File: config.mk
export PLATFORM = sky130hd
export DESIGN_NAME = motor_speed_ramp
export DESIGN_NICKNAME = d
export VERILOG_FILES = /design/src/rtl/motor_speed_ramp.sv
export SDC_FILE = /design/constraint.sdc
export NUM_CORES = 1
export LEC_CHECK = 0
export BUFFER_PORTS_ARGS = -buffer_cell sky130_fd_sc_hd__buf_2
export CAP_MARGIN = 20
export CORE_ASPECT_RATIO = 1.1
export CORE_MARGIN = 2
export CORE_UTILIZATION = 52
export DETAILED_ROUTE_END_ITERATION = 12
export PLACE_DENSITY_LB_ADDON = 0.12
export SYNTH_ARGS = -nofsm -noshare
export SYNTH_HDL_FRONTEND = slang
export SYNTH_SLANG_ARGS = --single-unit
File: constraint.sdc
create_clock -name clk -period 10.13 [get_ports clk]
set_input_delay 1.5195 -clock clk [delete_from_list [all_inputs] [get_ports clk]]
set_output_delay 1.5195 -clock clk [all_outputs]
set_load 0.05 [all_outputs]
File: src/rtl/motor_speed_ramp.sv
// Debounces the 3-bit steering mode, maps it to per-wheel target duties and
// slew-limits the left/right duty words toward them; stop drops duty at once.
module motor_speed_ramp #(
    parameter int TICK_DIV     = 100000,
    parameter int STEP         = 16,
    parameter int MODE_STABLE  = 4,
    parameter int MIN_RUN      = 512,
    parameter int SPD_STRAIGHT = 1023,
    parameter int SPD_TURN_IN  = 768,
    parameter int SPD_SHARP_IN = 512
) (
    input  logic       clk,
    input  logic       rst,
    input  logic [2:0] mode,
    output logic [2:0] accepted_mode,
    output logic [9:0] modulation_left,
    output logic [9:0] modulation_right,
    output logic       settled
);

    localparam int TW    = $clog2(TICK_DIV + 1);
    localparam int CNT_W = $clog2(MODE_STABLE + 1);

    localparam logic [TW-1:0]    TICK_LAST = TW'(TICK_DIV - 1);
    localparam logic [TW-1:0]    TICK_ONE  = TW'(1);
    localparam logic [CNT_W-1:0] CNT_MAX   = CNT_W'(MODE_STABLE);
    localparam logic [CNT_W-1:0] CNT_ONE   = CNT_W'(1);
    localparam logic [10:0]      MIN_W     = 11'(MIN_RUN);
    localparam logic [10:0]      STEP_W    = 11'(STEP);
    localparam logic [9:0]       SPD_ST    = 10'(SPD_STRAIGHT);
    localparam logic [9:0]       SPD_TI    = 10'(SPD_TURN_IN);
    localparam logic [9:0]       SPD_SI    = 10'(SPD_SHARP_IN);

    typedef enum logic [1:0] {
        ST_STOP = 2'd0,
        ST_HOLD = 2'd1,
        ST_RAMP = 2'd2
    } state_t;

    // Per-wheel targets packed as {left, right}; unused codes mean stop.
    function automatic logic [19:0] targets(input logic [2:0] m);
        logic [19:0] t;
        case (m)
            3'b000:  t = {SPD_TI, SPD_ST};
            3'b001:  t = {SPD_ST, SPD_TI};
            3'b010:  t = {SPD_ST, SPD_ST};
            3'b100:  t = {SPD_SI, SPD_ST};
            3'b101:  t = {SPD_ST, SPD_SI};
            default: t = 20'd0;
        endcase
        return t;
    endfunction

    // Differences are compared against STEP before adding/subtracting so the
    // 11-bit arithmetic can neither pass 1023 nor wrap below zero.
    function automatic logic [9:0] ramp_step(input logic [9:0] cur,
                                             input logic [9:0] tgt,
                                             input logic       tick);
        logic [10:0] c;
        logic [10:0] t;
        logic [10:0] r;
        c = {1'b0, cur};
        t = {1'b0, tgt};
        if (t == 11'd0) begin
            r = 11'd0;
        end else if (!tick) begin
            r = c;
        end else if (c < MIN_W) begin
            r = MIN_W;
        end else if (c < t) begin
            r = ((t - c) > STEP_W) ? (c + STEP_W) : t;
        end else if (c > t) begin
            r = ((c - t) > STEP_W) ? (c - STEP_W) : t;
        end else begin
            r = c;
        end
        return r[9:0];
    endfunction

    logic [TW-1:0]    tick_q,  tick_d;
    logic [2:0]       cand_q,  cand_d;
    logic [CNT_W-1:0] cnt_q,   cnt_d;
    logic [2:0]       acc_q,   acc_d;
    logic [9:0]       left_q,  left_d;
    logic [9:0]       right_q, right_d;
    state_t           state_q, state_d;
    logic             settled_q;
    logic             tick_s;
    logic [9:0]       tgt_l_s, tgt_r_s;
    logic [9:0]       ntgt_l_s, ntgt_r_s;

    // Next-state logic: tick divider, mode debounce, ramp and settle state.
    always_comb begin
        tick_s = (tick_q == TICK_LAST);
        tick_d = tick_s ? '0 : (tick_q + TICK_ONE);

        if (mode == cand_q) begin
            cand_d = cand_q;
            cnt_d  = (cnt_q == CNT_MAX) ? cnt_q : (cnt_q + CNT_ONE);
        end else begin
            cand_d = mode;
            cnt_d  = CNT_ONE;
        end

        if (cnt_d == CNT_MAX) begin
            acc_d = cand_d;
        end else begin
            acc_d = acc_q;
        end

        // Ramping uses the pre-edge accepted mode; the state looks ahead.
        {tgt_l_s, tgt_r_s}   = targets(acc_q);
        left_d               = ramp_step(left_q,  tgt_l_s, tick_s);
        right_d              = ramp_step(right_q, tgt_r_s, tick_s);
        {ntgt_l_s, ntgt_r_s} = targets(acc_d);

        if ((left_d == 10'd0) && (right_d == 10'd0) &&
            (ntgt_l_s == 10'd0) && (ntgt_r_s == 10'd0)) begin
            state_d = ST_STOP;
        end else if ((left_d == ntgt_l_s) && (right_d == ntgt_r_s) &&
                     (ntgt_l_s != 10'd0)) begin
            state_d = ST_HOLD;
        end else begin
            state_d = ST_RAMP;
        end
    end

    // State registers with synchronous reset.
    always_ff @(posedge clk) begin
        if (rst) begin
            tick_q    <= '0;
            cand_q    <= 3'b011;
            cnt_q     <= '0;
            acc_q     <= 3'b011;
            left_q    <= 10'd0;
            right_q   <= 10'd0;
            state_q   <= ST_STOP;
            settled_q <= 1'b1;
        end else begin
            tick_q    <= tick_d;
            cand_q    <= cand_d;
            cnt_q     <= cnt_d;
            acc_q     <= acc_d;
            left_q    <= left_d;
            right_q   <= right_d;
            state_q   <= state_d;
            settled_q <= (state_d != ST_RAMP);
        end
    end

    assign accepted_mode    = acc_q;
    assign modulation_left  = left_q;
    assign modulation_right = right_q;
    assign settled          = settled_q;

endmodule

After elaboration in Yosys (flattened, before gate mapping)
Index checks and enable logic that the tools add are counted.
- muxes and demuxes: 22
- add/subtract/negate cells: 10
- reductions and logical operators: 15
- $lt $le $gt $ge: 10
- eq/ne operators: 15
- operators with widths (kind ; count):
    one-hot mux 20 bit (5 select lines) ; 2
    two-way mux 10 bit ; 14
    zero test 10 bit ; 6
    greater-than comparator 11 x 5 -> 1 bit, second input constant ; 4
    subtractor 10 x 10 -> 11 bit ; 4
    adder 10 x 5 -> 10 bit, second input constant ; 2
    equality test 10 bit ; 2
    greater-than comparator 10 bit ; 2
    < comparator 10 bit ; 2
    < comparator 10 bit, second input constant ; 2
    subtractor 10 x 5 -> 10 bit, second input constant ; 2
    equality test 3 bit, second input constant ; 6
    adder 17 x 1 -> 17 bit, second input constant ; 1
    equality test 17 bit, second input constant ; 1
    two-way mux 3 bit ; 4
    nonzero test 10 bit ; 1
    equality test 3 x 1 -> 1 bit, second input constant ; 2
    equality test 3 x 2 -> 1 bit, second input constant ; 2
    zero test 3 bit ; 2
    logical AND 1 bit ; 5
    two-way mux 2 bit ; 2
    adder 3 x 1 -> 3 bit, second input constant ; 1
    equality test 3 bit ; 1
    != test 2 bit, second input constant ; 1
    OR reduction 2 bit ; 1
- input bits: 5
- flip-flop bits (word level): 47

Longest topological paths before layout
Gate-level depths: netlist (run 1).
- word-level depth: 16
- gate-level depth with buffers: 18
- depth with buffers taken out: 17

Worst setup path before layout (run 1)
Ideal clock, no wire load.
- path type: register to register
- from: register acc_q[0] (netlist: accepted_mode[0])
- to: register settled_q (netlist: settled)
- stages on the path, launching flop included: 18
- slack: 5.457 ns
- setup time: 0.084 ns
- arrival: 4.588 ns
- required time: 10.046 ns
- cell sequence: dfxtp_1 -> nor2_1 -> mux2i_1 -> inv_1 -> ha_1 -> buf_2 -> a21oi_2 -> o21ai_1 -> or3_1 -> a22oi_1 -> nand4_1 -> or3_1 -> a32oi_1 -> a311oi_1 -> a221o_1 -> nor4_2 -> a32oi_1 -> o31ai_2
- cells in the longest elaborated chain, start to end: 16
- elaborated cells between the ends (all ways): 56
- classes of those cells: add/sub (4); order compare (8); eq/ne (11); mux (19); reduce/logical (14)
- ends and longest elaborated chain (what ; line ; source):
    from (decl) ; 83 ; logic [2:0] acc_q, acc_d;
    from (signal assigned) ; 134 ; acc_q <= 3'b011;
    from (signal assigned) ; 143 ; acc_q <= acc_d;
    equality test 3 bit, or another cell as far along ; 43 ; case (m)
    one-hot mux 20 bit (5 select lines) ; 43 ;
    subtractor 10 x 10 -> 11 bit ; 73 ; r = ((c - t) > STEP_W) ? (c - STEP_W) : t;
    greater-than comparator 11 x 5 -> 1 bit ; 73 ;
    two-way mux 10 bit ; 73 ;
    two-way mux 10 bit ; 72 ; end else if (c > t) begin
    two-way mux 10 bit ; 70 ; end else if (c < t) begin
    two-way mux 10 bit ; 68 ; end else if (c < MIN_W) begin
    two-way mux 10 bit ; 66 ; end else if (!tick) begin
    two-way mux 10 bit ; 64 ; if (t == 11'd0) begin
    equality test 10 bit or zero test 10 bit (tied branches) ; 120, 117 ;
    logical AND 1 bit, on equally long branches (2 in a row) ; 120, 117 ;
    two-way mux 2 bit or logical AND 1 bit (tied branches) ; 120, 118 ;
    two-way mux 2 bit * ; 117 ; if ((left_d == 10'd0) && (right_d == 10'd0) &&
    != test 2 bit * ; 147 ; settled_q <= (state_d != ST_RAMP);
    to (signal assigned) ; 147 ;
    to (decl) ; 87 ; logic settled_q;
Every way passes the cells marked *; elsewhere a longest branch is shown, timed or not.
A chain may end at the register's enable or synchronous reset.

Worst setup path in the final report (run 1)
- from: register acc_q[1] (netlist: accepted_mode[1])
- to: register settled_q (netlist: settled)
The elaborated chain is that of the path after synthesis.

==> results of run 1 <==
kinds of logic after synthesis:
| group | count (synthesis) | synth area share [%] |
|---|---|---|
| simple gates | 277 | 28.3 |
| compound gates | 194 | 26.0 |
| buf+inv | 70 | 6.48 |
| fa+ha+maj | 51 | 12.3 |
| flops | 47 | 17.9 |
| xor+xnor | 35 | 5.82 |
| mux | 16 | 3.18 |
state kept, by name (all words and copies together), names as in the netlist:
register and count:
settled 1, cnt_q 3, modulation_right 10, accepted_mode 3
modulation_left 10, tick_q 17, cand_q 3
cell usage after synthesis (all sizes together), types with 3 or more instances:
cell type  number
ha             48
o21a           12
a21boi          4
nor4           12
or2             6
xor2           11
nor2           66
a21oi          54
a311oi          4
nor3b           5
mux2i          13
nor2b          14
a32oi           5
nand3          36
a22oi           4
or3            13
o221ai          3
nand2          42
clkbuf         12
o2111ai         4
and4            5
a31oi           7
o21ai          33
a211o           6
dfxtp          47
xnor2          24
mux2            3
o31ai           6
a21o           10
buf            20
inv            37
nor3           34
and2            3
nand4           9
a211oi         11
nand2b         12
a41oi           5
o211ai          5
and3            9
nand4b          4
metrics by stage:
step                area (µm²)  power (mW)
floorplan                 5270       0.206
global placement          5370       0.210
detailed placement        5370       0.210
CTS                       5460       0.329
global route              5470       0.339
finish                    5470       0.325
cell type report:
| cell class | count | area [µm²] | share of cell area (%) |
|---|---|---|---|
| Clock buffer | 5 | 68.8 | 1.26 |
| Sequential cell | 47 | 941 | 17.2 |
| Tap cell | 120 | 150 | 2.75 |
| Clock inverter | 3 | 23.8 | 0.435 |
| Timing Repair Buffer | 30 | 155 | 2.84 |
| Inverter | 38 | 143 | 2.61 |
| Multi-Input combinational cell | 573 | 3990 | 72.9 |
path summary, 6_finish.rpt:
check | startpoint | end | slack, ps | cells after the start
setup reg to reg | accepted_mode[1] | settled | 5080 | 15
hold / removal | tick_q[0] | tick_q[0] | 480 | 1
setup / recovery | accepted_mode[1] | settled | 5080 | 15
hold reg to reg | tick_q[0] | tick_q[0] | 480 | 1
per-layer routing:
metal	up-vias	wire length [µm]
met4	0	421
li1	2561	-
met5	-	0
met2	158	7220
met3	36	517
met1	2460	6160
power by group through the flow:
stage / Sequential, mW / Combinational [mW] / Clock [mW]
3_3_place_gp: 0.192 / 0.0171 / 0
2_1_floorplan: 0.192 / 0.0139 / 0
6_report: 0.188 / 0.0177 / 0.119
4_1_cts: 0.188 / 0.0176 / 0.123
5_1_grt: 0.189 / 0.0201 / 0.130
3_5_place_dp: 0.193 / 0.0175 / 0
==> reports/results.txt, run 1 <==
Status: complete, no violations
TritonCTS buffer count: 5
Initial antenna violation count: 0
Final net count: 750
Die Wd: 100 µm
Non-filler cells in the finished layout: 816
CP required: 10370 ps
Sequential Power Share: 58.0%
WS Path Type: reg2reg
Ys flop type: dfxtp_1
Clock power frac: 36.6%
Drt pass-1 iters: 5
Post-synthesis cell type with the largest combined area: dfxtp_1
Peak VDD IR: 0.0916 mV
H-tree levels: 2
Clk sink count: 47
First-pass GRT wire length: 24000 µm
Area of the core: 9890 µm²
Min Tclk post-route: 5050 ps
Crit path buf inv count: 1
Period utilisation layout: 49.8%
CTS tree: done
# resized after CTS: 0
Final setup fails: 0
Worst-path cell chain: a21o_1 > inv_1 > ha_1 > a211oi_2 > o31ai_1 > a31oi_1 > xnor2_1 > or3_1 > nor3_2 > nor4_1 > nor3b_1 > o2111a_1 > and3_2 > a21oi_1 > o31ai_2
Leakage: 2.18 nW
Die H: 110 µm
Ys async rst share: 0%
Hold WC Path Type: reg2reg
Via/cell ratio: 6.39
IO Count: 29
Synth cell types: 92
RSZ-0062 raised after global routing: no
Crit path max-delay family: compound AO/OA/AOI/OAI gates
Post-synth EDFFs: 0
Commonest non-fill, non-tap cells in the layout: nor2_1 (65), a21oi_1 (52), ha_1 (48)
Mapped Area: 5270 µm²
Setup Skew: 15.1 ps
Wire per inst: 17.5 µm
Post-CTS Setup Inserts: 0
CTS Root Cell: clkbuf_8
Cells after DPL: 807
Leading cell type in the layout, fill and taps excluded: nor2_1
Global route hottest layer: met2
Yosys warnings: 0
P&R area growth vs syn: 3.78%
Fill cells: 987
Slew margin rel.: 27.8%
Slowest cell delay on critical path: 640 ps
Worst-margin pin slew: 1080 ps
Initial Utilization: 53.3%
Drt total wl: 14300 µm
Post-DP HPWL: 11000 µm
Syn avg cell area: 7.64 µm²
Crit-path slowest cell: ha_1
Syn Inst Count: 690
I/O Buffers: 28
Vias in the first global route: 4943
Final setup margin: 5080 ps
Place WS: 4660 ps
Max Slew Vio Count: 0
Met2 Use GR: 48.9%
Remaining global-route overflow: 0
Rows: 38
Power per Cell Area: 59.4 nW/µm²
Share of cells above drive strength 1: 11.4%
Fin. Hold Viols: 0
Synth top area cells: dfxtp_1 (18%), ha_1 (11%), a21oi_1 (4.9%)
Min Hold Slack: 476 ps
Synthesized flop and latch total: 47
Post-route ant nets: 0
Total GRT Usage: 26.8%
Max-Cap Viols: 0
Layout Utilization: 55.3%
CP startpoint kind: register
Met3 usage: 2.80%
Sw Pwr: 82.0 µW
Register area share after synthesis: 17.9%
Setup crit end kind: register
Post-cts hold buffer count: 0
CTS clock-pin slew for the worst setup and hold paths: 100 ps
Met1 Use GR: 32.5%
Combinational power share: 5.4%
Syn_nets: 745
Die area: 11000 µm²
Internal power: 243 µW
Max clock buf depth: 2
RD Place Congestion: 0.887
DR DRC count: 0
Vias: 5215
Max frequency: 0.198 GHz
Switch share: 25.2%
ANT cells: 0
Total negative slack: 0 ps
Critical Path Fanout Max: 15
Clk_lat worst skew: 310 ps
Largest net degree at the start of global routing: 33
Share of the synthesized area in the top cell type: 17.9%
Crit path DAT: 5290 ps
Initial DRC Count: 428
(Power assumes the default switching activity.)
==> run 2: changes to the inputs <==
==> constraint.sdc (replaced) <==
create_clock -name clk -period 5.2 [get_ports clk]
set_input_delay 0.78 -clock clk [delete_from_list [all_inputs] [get_ports clk]]
set_output_delay 0.78 -clock clk [all_outputs]
set_load 0.05 [all_outputs]
==> reports/results.txt, run 2 (same netlist as run 1, synthesis figures left out) <==
Final setup fails: 0 (unchanged)
Status: complete, no violations
Max Slew Vio Count: 0 (unchanged)
Drt total wl: 14800 µm (+3.3%)
Hold path startpoint: tick_q[0]
Initial DRC Count: 489 (+14%)
Sequential Power Share: 58.1% (about the same)
Hold WC Path Type: reg2reg
Post-cts hold buffer count: 0 (unchanged)
Rows: 38 (unchanged)
Largest net degree at the start of global routing: 33 (unchanged)
Period utilisation layout: 91.2% (+41 points)
# resized after CTS: 0 (unchanged)
RD Place Congestion: 0.913 (+2.9%)
Wire per inst: 17.9 µm (+2.3%)
Post-CTS Setup Inserts: 0 (unchanged)
P&R area growth vs syn: 4.89%
Clk sink count: 47 (unchanged)
WS Path Type: reg2reg
CP required: 5420 ps (-4950 ps)
Sw Pwr: 156 µW (+91%)
Path depth of the worst reg2reg path: 15 (unchanged)
Setup crit end kind: register
Share of cells above drive strength 1: 12.4% (+1.0 points)
Post-route ant nets: 0 (unchanged)
Fin. Hold Viols: 0 (unchanged)
Die Wd: 100 µm (unchanged)
Commonest non-fill, non-tap cells in the layout: nor2_1 (65), a21oi_1 (52), ha_1 (48)
Clk_lat worst skew: 300 ps (about the same)
Switch share: 24.8% (-0.43 points)
R2R Path Start: accepted_mode[0]
Die H: 110 µm (unchanged)
Clock power frac: 36.4% (-0.2 points)
Drt pass-1 iters: 5 (unchanged)
Place WS: 609 ps (-4050 ps)
Min Tclk post-route: 4740 ps (-307 ps)
Slew margin rel.: 38.0% (+10 points)
Critical Path Fanout Max: 15 (unchanged)
Die area: 11000 µm² (unchanged)
I/O Buffers: 28 (unchanged)
Hold Crit Depth: 1 (unchanged)
Remaining global-route overflow: 0 (unchanged)
Top reg by flops: tick_q
Combinational power share: 5.5% (about the same)
Crit path DAT: 4960 ps (-330 ps)
CTS clock-pin slew for the worst setup and hold paths: 100 ps (about the same)
Internal power: 475 µW (+95%)
Area of the core: 9890 µm² (unchanged)
Vias in the first global route: 5065 (+2.5%)
Worst-margin pin slew: 926 ps (-155 ps)
ANT cells: 0 (unchanged)
TritonCTS buffer count: 5 (unchanged)
Initial antenna violation count: 0 (unchanged)
DR DRC count: 0 (unchanged)
Leading cell type in the layout, fill and taps excluded: nor2_1
CP startpoint kind: register
Peak VDD IR: 0.121 mV (+32%)
IO Count: 29 (unchanged)
Total negative slack: 0 ps (unchanged)
Via/cell ratio: 6.38 (-0.17%)
Final setup margin: 459 ps (-4620 ps)
Leakage: 2.23 nW (+2.2%)
Post-DP HPWL: 11400 µm (+3.6%)
Crit path launch: accepted_mode[0]
Setup Skew: 7.47 ps (-7.59 ps)
First-pass GRT wire length: 24600 µm (+2.6%)
Max clock buf depth: 2 (unchanged)
Vias: 5257 (+0.81%)
CTS Root Cell: clkbuf_8
Largest register FFs: 17 (unchanged)
RSZ-0062 raised after global routing: no
Initial Utilization: 53.3% (unchanged)
Max-Cap Viols: 0 (unchanged)
CTS tree: done
Power per Cell Area: 114 nW/µm² (+92%)
Final net count: 758 (+1.1%)
Total GRT Usage: 27.5% (+0.74 points)
Max frequency: 0.211 GHz (+6.5%)
H-tree levels: 2 (unchanged)
-- run 2: cell types whose count changed in the layout (fill, tap and decap cells not counted), sizes merged --
cell	delta
buf	+9
clkinvlp	-2
clkbuf	-1
clkinv	+1
inv	+1
-- run 2: worst max-delay path, stage by stage, from the launching register on --
cell and delay [ps]:
dfxtp_1 460, nor2_1 90, mux2i_1 230, inv_1 290
ha_1 680, inv_2 110, a311o_1 370, a311o_1 320
or3_4 430, nor3_1 280, o32ai_1 140, a31oi_1 550
and4b_1 290, nor3_1 50, nand4b_1 190, o31ai_2 180
-- run 2: layer usage --
| metal | track usage [%] | share of wire [%] | up-vias |
|---|---|---|---|
| met5 | 0 | 0 | - |
| met4 | 11.4 | 3.4 | 0 |
| met3 | 2.61 | 4.4 | 44 |
| met2 | 50.0 | 50 | 175 |
| met1 | 33.3 | 42 | 2457 |
| li1 | - | - | 2581 |
-- run 2: layout make-up --
type / instances / area [µm²]
flip-flops and latches: 47 / 941
repair buffers: 38 / 215
multi-input cells: 573 / 3990
clock inverters: 3 / 22.5
clock buffers: 5 / 68.8
fillers: 968 / 4360
inverters: 38 / 143
well taps: 120 / 150
-- run 2: worst paths after layout --
| path | end | slack (ps) |
|---|---|---|
| worst min-delay path | tick_q[0] | 480 |
| worst max-delay path | settled | 460 |
| worst min register to register | tick_q[0] | 480 |
| worst max register to register | settled | 460 |
-- run 2: power groups by stage --
stage / sequential (mW) / clock [mW] / combinational [mW]
after floorplan: 0.375 / 0 / 0.0270
after global placement: 0.375 / 0 / 0.0338
after detailed placement: 0.375 / 0 / 0.0346
after CTS: 0.367 / 0.236 / 0.0348
after global routing: 0.368 / 0.252 / 0.0393
final: 0.367 / 0.229 / 0.0348
-- run 2: metrics by stage --
| step | total power [mW] | hold WS, ps | instance area, µm² | util, % | instances |
|---|---|---|---|---|---|
| 2_1_floorplan | 0.402 | 430 | 5270 | - | 690 |
| 3_3_place_gp | 0.409 | 441 | 5440 | 55.0 | 816 |
| 3_5_place_dp | 0.410 | 453 | 5440 | 55.0 | 816 |
| 4_1_cts | 0.637 | 477 | 5530 | 55.9 | 824 |
| 5_1_grt | 0.659 | 523 | 5530 | 55.9 | 824 |
| 6_report | 0.631 | 476 | 5530 | 55.9 | 824 |
